[config.mk]
export PLATFORM = sky130hd
export DESIGN_NAME = imm_narrow
export DESIGN_NICKNAME = d
export VERILOG_FILES = /design/src/rtl/imm_narrow_pkg.sv /design/src/rtl/imm_narrow_core.sv /design/src/rtl/imm_narrow.sv
export SDC_FILE = /design/constraint.sdc
export NUM_CORES = 1
export LEC_CHECK = 0
export ABC_AREA = 1
export BUFFER_PORTS_ARGS = -buffer_cell sky130_fd_sc_hd__buf_4
export CELL_PAD_IN_SITES_DETAIL_PLACEMENT = 0
export CELL_PAD_IN_SITES_GLOBAL_PLACEMENT = 1
export CORE_UTILIZATION = 25
export DETAILED_ROUTE_END_ITERATION = 7
export PLACE_DENSITY_LB_ADDON = 0.1
export SYNTH_ARGS = -nofsm -noshare
export SYNTH_HDL_FRONTEND = slang
export SYNTH_SLANG_ARGS = --single-unit
[constraint.sdc]
create_clock -name clk -period 3.3 [get_ports clk]
set_input_delay 0 -clock clk [delete_from_list [all_inputs] [get_ports clk]]
set_output_delay 0 -clock clk [all_outputs]
set_load 0.1 [all_outputs]
[src/rtl/imm_narrow_pkg.sv]
// Shared widths, saturation limits and buffer occupancy states for the
// 16-to-11 bit signed immediate narrowing path.
package imm_narrow_pkg;

  localparam int IN_W_DEF  = 16;
  localparam int OUT_W_DEF = 11;

  localparam logic [OUT_W_DEF-1:0] SAT_MAX = {1'b0, {(OUT_W_DEF-1){1'b1}}};
  localparam logic [OUT_W_DEF-1:0] SAT_MIN = {1'b1, {(OUT_W_DEF-1){1'b0}}};

  typedef enum logic [1:0] {
    EMPTY = 2'd0,
    ONE   = 2'd1,
    FULL  = 2'd2
  } occ_t;

endpackage

[src/rtl/imm_narrow_core.sv]
// Combinational signed range check with optional saturation; wraps by
// truncation when saturation is off.
module narrow_core #(
  parameter int IN_W  = 16,
  parameter int OUT_W = 11
) (
  input  logic [IN_W-1:0]  data,
  input  logic             sat_en,
  output logic [OUT_W-1:0] result,
  output logic             ovf
);

  logic [IN_W-OUT_W:0] upper;
  logic [OUT_W-1:0]    sat_val;

  // Every bit from the output sign position upward must agree.
  assign upper   = data[IN_W-1:OUT_W-1];
  assign ovf     = !((&upper) || !(|upper));
  assign sat_val = data[IN_W-1] ? {1'b1, {(OUT_W-1){1'b0}}}
                                : {1'b0, {(OUT_W-1){1'b1}}};
  assign result  = (ovf && sat_en) ? sat_val : data[OUT_W-1:0];

endmodule

[src/rtl/imm_narrow.sv]
// Streaming narrowing unit: range check, 2-entry registered output buffer
// with valid/ready handshakes, and overflow statistics.
//
// state | meaning
// EMPTY | no word buffered, out_valid low
// ONE   | head holds one word, tail unused
// FULL  | head and tail both hold words, in_ready low
module imm_narrow
  import imm_narrow_pkg::*;
#(
  parameter int IN_W  = IN_W_DEF,
  parameter int OUT_W = OUT_W_DEF,
  parameter int CNT_W = 8
) (
  input  logic             clk,
  input  logic             rst_n,
  input  logic             in_valid,
  output logic             in_ready,
  input  logic [IN_W-1:0]  in_data,
  input  logic             sat_en,
  output logic             out_valid,
  input  logic             out_ready,
  output logic [OUT_W-1:0] out_data,
  output logic             out_ovf,
  input  logic             clr_stats,
  output logic             ovf_sticky,
  output logic [CNT_W-1:0] ovf_count
);

  logic [OUT_W-1:0] nar_data;
  logic             nar_ovf;
  logic [OUT_W-1:0] tail_data;
  logic             tail_ovf;
  logic             push;
  logic             pop;
  occ_t             state;

  narrow_core #(.IN_W(IN_W), .OUT_W(OUT_W)) u_core (
    .data   (in_data),
    .sat_en (sat_en),
    .result (nar_data),
    .ovf    (nar_ovf)
  );

  assign push = in_valid && in_ready;
  assign pop  = out_valid && out_ready;

  // Head register drives out_* directly; tail only fills while head is stalled.
  always_ff @(posedge clk or negedge rst_n) begin
    if (!rst_n) begin
      state     <= EMPTY;
      out_valid <= 1'b0;
      in_ready  <= 1'b1;
      out_data  <= '0;
      out_ovf   <= 1'b0;
      tail_data <= '0;
      tail_ovf  <= 1'b0;
    end else begin
      case (state)
        EMPTY: begin
          if (push) begin
            out_data  <= nar_data;
            out_ovf   <= nar_ovf;
            out_valid <= 1'b1;
            state     <= ONE;
          end
        end
        ONE: begin
          if (push && pop) begin
            out_data <= nar_data;
            out_ovf  <= nar_ovf;
          end else if (push) begin
            tail_data <= nar_data;
            tail_ovf  <= nar_ovf;
            in_ready  <= 1'b0;
            state     <= FULL;
          end else if (pop) begin
            out_valid <= 1'b0;
            state     <= EMPTY;
          end
        end
        FULL: begin
          if (pop) begin
            out_data <= tail_data;
            out_ovf  <= tail_ovf;
            in_ready <= 1'b1;
            state    <= ONE;
          end
        end
        default: begin
          out_valid <= 1'b0;
          in_ready  <= 1'b1;
          state     <= EMPTY;
        end
      endcase
    end
  end

  // A new overflow event in the same cycle as a clear counts as the first event.
  always_ff @(posedge clk or negedge rst_n) begin
    if (!rst_n) begin
      ovf_sticky <= 1'b0;
      ovf_count  <= '0;
    end else if (push && nar_ovf) begin
      ovf_sticky <= 1'b1;
      if (clr_stats)
        ovf_count <= {{(CNT_W-1){1'b0}}, 1'b1};
      else if (ovf_count != {CNT_W{1'b1}})
        ovf_count <= ovf_count + 1'b1;
    end else if (clr_stats) begin
      ovf_sticky <= 1'b0;
      ovf_count  <= '0;
    end
  end

endmodule

==> run_summary.xml <==
<?xml version="1.0" encoding="UTF-8"?>
<metrics>
  <group name="place">
    <metric name="dp.final_hpwl" unit="um">3420</metric>
    <metric name="place.port_buffers" unit="">44</metric>
    <metric name="place_area" unit="um2">2400</metric>
    <metric name="dp_worst_setup_slack" unit="ns">1.51</metric>
    <metric name="gpl.final_weighted_congestion" unit="">0.698</metric>
    <metric name="dp_cells" unit="">400</metric>
  </group>
  <group name="yosys">
    <metric name="syn-num-nets" unit="">286</metric>
    <metric name="syn_avg_cell_area" unit="um2">7.56</metric>
    <metric name="synth.yosys.seq_area_share" unit="%">46.6</metric>
    <metric name="synth.cell_area" unit="um2">1990</metric>
    <metric name="yosys.cell_types.count" unit="">30</metric>
    <metric name="yosys_register_bits" unit="">37</metric>
    <metric name="synth_cells" unit="">263</metric>
    <metric name="synth-warning-count" unit="">0</metric>
  </group>
  <group name="timing">
    <metric name="tns" unit="ns">0</metric>
    <metric name="fin_worst_skew" unit="ns">0.00399</metric>
    <metric name="max_slew.worst_pin.slew" unit="ns">0.823</metric>
    <metric name="final-setup-viol-count" unit="">0</metric>
    <metric name="final-max-slew-violation-count" unit="">0</metric>
    <metric name="min_period" unit="ns">1.78</metric>
    <metric name="hold_viol_final" unit="">0</metric>
    <metric name="final.hold.worst_slack" unit="ns">0.0224</metric>
    <metric name="period_share" unit="%">53.8</metric>
    <metric name="slew_headroom" unit="%">45.0</metric>
    <metric name="achievable-frequency" unit="GHz">0.563</metric>
    <metric name="unrepaired_setup_endpoints_after_global_routing" unit="">no</metric>
    <metric name="setup_ws" unit="ns">1.52</metric>
  </group>
  <group name="setup_path">
    <metric name="timing.reg2reg.worst_path_depth" unit="">6</metric>
    <metric name="worst_ep_required_time" unit="ns">3.53</metric>
    <metric name="worstSetupPathType" unit="">reg2reg</metric>
    <metric name="worstReg2RegEnd" unit="">out_ovf$_DFFE_PN0P_</metric>
    <metric name="worst_ep_arrival_time" unit="ns">2.00</metric>
    <metric name="critical_path_buf_inv_count" unit="">2</metric>
    <metric name="cpLargestDelayFamily" unit="">simple AND/OR/NAND/NOR gates</metric>
    <metric name="kind_of_capture_point_of_the_worst_setup_path" unit="">register</metric>
    <metric name="crit-reg2reg-launch" unit="">state[1]$_DFFE_PN0P_</metric>
    <metric name="setup.reg_to_reg.worst_slack" unit="ns">1.52</metric>
    <metric name="worstPathCellList" unit="">inv_2 -&gt; nor2_4 -&gt; inv_1 -&gt; a21oi_1 -&gt; o21ai_0 -&gt; nand2_1</metric>
    <metric name="category_of_the_worst_setup_path_launch_point" unit="">register</metric>
    <metric name="timing.critical_path.depth" unit="">6</metric>
    <metric name="worst_path_largest_cell_delay" unit="ns">0.45</metric>
    <metric name="worst-path-max-fanout" unit="">14</metric>
    <metric name="critical-path-slowest-cell" unit="">sky130_fd_sc_hd__dfrtp_1</metric>
  </group>
  <group name="routing">
    <metric name="vias" unit="">1766</metric>
    <metric name="drt-wirelength-per-cell" unit="um">11.9</metric>
    <metric name="wirelength" unit="um">4890</metric>
    <metric name="vias_per_cell" unit="">4.31</metric>
    <metric name="drt_iter0_drc" unit="">56</metric>
    <metric name="drc" unit="">0</metric>
    <metric name="detail-route-antenna-nets" unit="">0</metric>
    <metric name="first_pass_iters" unit="">4</metric>
  </group>
  <group name="cts">
    <metric name="clock_latency" unit="ns">0.28</metric>
    <metric name="clk_pin_slew_worst_paths" unit="ns">0.07</metric>
    <metric name="tritoncts" unit="">done</metric>
    <metric name="cts_inserted_buffers" unit="">5</metric>
    <metric name="postCtsSetupRepairBufs" unit="">0</metric>
    <metric name="cts_hold_buffers" unit="">2</metric>
    <metric name="clk_root_buffer_cell" unit="">sky130_fd_sc_hd__clkbuf_8</metric>
    <metric name="number_of_buffers_on_the_longest_clock_path" unit="">2</metric>
    <metric name="cts.repair.resized" unit="">0</metric>
    <metric name="cts.sinks" unit="">37</metric>
    <metric name="htree_levels" unit="">2</metric>
  </group>
  <group name="worst_hold_path">
    <metric name="number_of_instances_on_the_worst_hold_path" unit="">4</metric>
    <metric name="worst_hold_path.endpoint" unit="">out_valid$_DFFE_PN0P_</metric>
    <metric name="holdCritPathClass" unit="">in2reg</metric>
    <metric name="hold_path.startpoint" unit="">out_ready</metric>
  </group>
  <group name="cells_and_area">
    <metric name="post_layout_nonfiller_instances" unit="">410</metric>
    <metric name="layout-drive-gt1-share" unit="%">22.4</metric>
    <metric name="final_nets" unit="">330</metric>
    <metric name="synthToLayoutAreaGrowth" unit="%">27.4</metric>
    <metric name="final_design_area_no_fill" unit="um2">2530</metric>
    <metric name="antenna_cell_count" unit="">0</metric>
  </group>
  <group name="power">
    <metric name="power_density" unit="nW/um2">1010</metric>
    <metric name="switchingPower" unit="mW">1.36</metric>
    <metric name="power.clock.fraction" unit="%">15.9</metric>
    <metric name="p_comb_share" unit="%">55.4</metric>
    <metric name="power_switching_share" unit="%">53.0</metric>
    <metric name="power.ir.vdd_worst" unit="V">0.000423</metric>
    <metric name="internal-power" unit="mW">1.20</metric>
    <metric name="p_leak" unit="nW">1.33</metric>
    <metric name="seq_power_share" unit="%">28.7</metric>
  </group>
  <group name="floorplan">
    <metric name="num_rows" unit="">32</metric>
    <metric name="initial_utilization" unit="%">25.7</metric>
    <metric name="area_enclosed_by_the_die_boundary" unit="um2">8310</metric>
    <metric name="core_region_area" unit="um2">7730</metric>
    <metric name="chipHeight" unit="um">91.2</metric>
    <metric name="die_width" unit="um">91.2</metric>
    <metric name="ios" unit="">45</metric>
  </group>
  <group name="run">
    <metric name="maxCapViolCount" unit="">0</metric>
  </group>
  <group name="grt">
    <metric name="grt_first_pass_wirelength" unit="um">8580</metric>
    <metric name="grtUsageTotal" unit="%">13.0</metric>
    <metric name="first_global_vias" unit="">1746</metric>
    <metric name="globalRouteOverflowTotal" unit="">0</metric>
    <metric name="number_of_antenna_violations_at_the_first_check_in_global_routing" unit="">0</metric>
    <metric name="grt_start_max_net_pins" unit="">38</metric>
  </group>
  <group name="run_status">
    <metric name="result_of_the_run" unit="">completed</metric>
  </group>
</metrics>
-- how the worst max path moves through the flow --
stage / from / endpoint / slack, ns
floorplan: ovf_count[1]$_DFFE_PN0P_ / ovf_count[5]$_DFFE_PN0P_ / 1.16
global placement: state[1]$_DFFE_PN0P_ / out_ovf$_DFFE_PN0P_ / 1.53
detailed placement: state[1]$_DFFE_PN0P_ / out_ovf$_DFFE_PN0P_ / 1.51
CTS: state[1]$_DFFE_PN0P_ / out_ovf$_DFFE_PN0P_ / 1.48
global route: state[1]$_DFFE_PN0P_ / out_ovf$_DFFE_PN0P_ / 1.31
finish: state[1]$_DFFE_PN0P_ / out_ovf$_DFFE_PN0P_ / 1.52
-- power by group through the flow --
| stage | Clock (mW) | Sequential [mW] | Combinational (mW) |
|---|---|---|---|
| detailed placement | 0 | 0.742 | 1.43 |
| global route | 0.445 | 0.760 | 1.53 |
| floorplan | 0 | 1.40 | 0.473 |
| global placement | 0 | 0.742 | 1.44 |
| CTS | 0.425 | 0.737 | 1.43 |
| finish | 0.407 | 0.735 | 1.42 |
-- cells in the mapped netlist, drive strengths merged --
cell	count	area (um2)
buf	8	48.8
clkbuf	2	8.75
xor2	1	8.76
nand3b	1	7.51
o211ai	1	7.51
nand2	101	382
inv	26	97.6
dfstp	1	26.3
dfrtp	36	901
nand4	5	31.3
or2	1	6.26
o31ai	1	7.51
ha	1	12.5
nor2	14	67.6
xnor2	1	8.76
nor3	1	10.0
a21oi	13	91.3
a31o	1	8.76
o21ai	21	116
nand3	27	140
-- placed cells by master, fill, tap and decap left out, drive strengths merged --
| cell type | n |
|---|---|
| o21ai | 21 |
| clkbuf | 7 |
| nand3b | 1 |
| nand2 | 101 |
| nand4 | 5 |
| dfrtp | 36 |
| a31o | 1 |
| ha | 1 |
| o211ai | 1 |
| nor2 | 14 |
| inv | 26 |
| nand3 | 27 |
| xor2 | 1 |
| a21oi | 13 |
| buf | 45 |
| dfstp | 1 |
| xnor2 | 1 |
| o31ai | 1 |
| nor3 | 1 |
| or2 | 1 |
| dlygate4sd3 | 2 |
| bufinv | 1 |
-- area by class of cell --
type / count / area (um2)
inverters: 26 / 97.6
flip-flops and latches: 37 / 927
fillers: 839 / 5190
repair buffers: 47 / 358
well taps: 102 / 128
clock buffers: 7 / 86.3
clock inverters: 1 / 30.0
multi-input cells: 190 / 906
-- routing by layer --
metal  track usage (%)  routed length (um)  share of wire (%)
met1              18.1                2430                 50
met2              20.4                2260                 46
met3              2.60                 147                3.0
met4              3.57                  42               0.86
met5                 0                   0                  0
-- worst register-to-register path, cell delays in order (launching register included) --
cell and delay, ns:
sky130_fd_sc_hd__dfrtp_1 0.45, sky130_fd_sc_hd__inv_2 0.09, sky130_fd_sc_hd__nor2_4 0.41, sky130_fd_sc_hd__inv_1 0.38, sky130_fd_sc_hd__a21oi_1 0.22, sky130_fd_sc_hd__o21ai_0 0.10
sky130_fd_sc_hd__nand2_1 0.07
-- sequential cells by signal (all words and copies together), names as in the netlist --
register,cells
out_ovf,1
out_valid,1
ovf_count,8
out_data,11
in_ready,1
state,2
tail_ovf,1
ovf_sticky,1
tail_data,11
-- cells by family (layout without fill, tap and decap cells) --
| family | after synthesis | count (layout) | synth area share [%] |
|---|---|---|---|
| flip-flops | 37 | 37 | 46.6 |
| XOR/XNOR | 2 | 2 | 0.881 |
| buffers and inverters | 36 | 81 | 7.80 |
| AND/OR/NAND/NOR | 150 | 150 | 32.4 |
| AO/OA/AOI/OAI | 37 | 37 | 11.6 |
| adder cells (fa/ha/maj) | 1 | 1 | 0.629 |
-- stage by stage --
step,util (%),power [mW]
after floorplan,-,1.87
after global placement,31.0,2.18
after detailed placement,31.0,2.17
after CTS,32.8,2.60
after global routing,32.8,2.73
final,32.8,2.56
No activity file was read; power rests on OpenSTA's default activity.
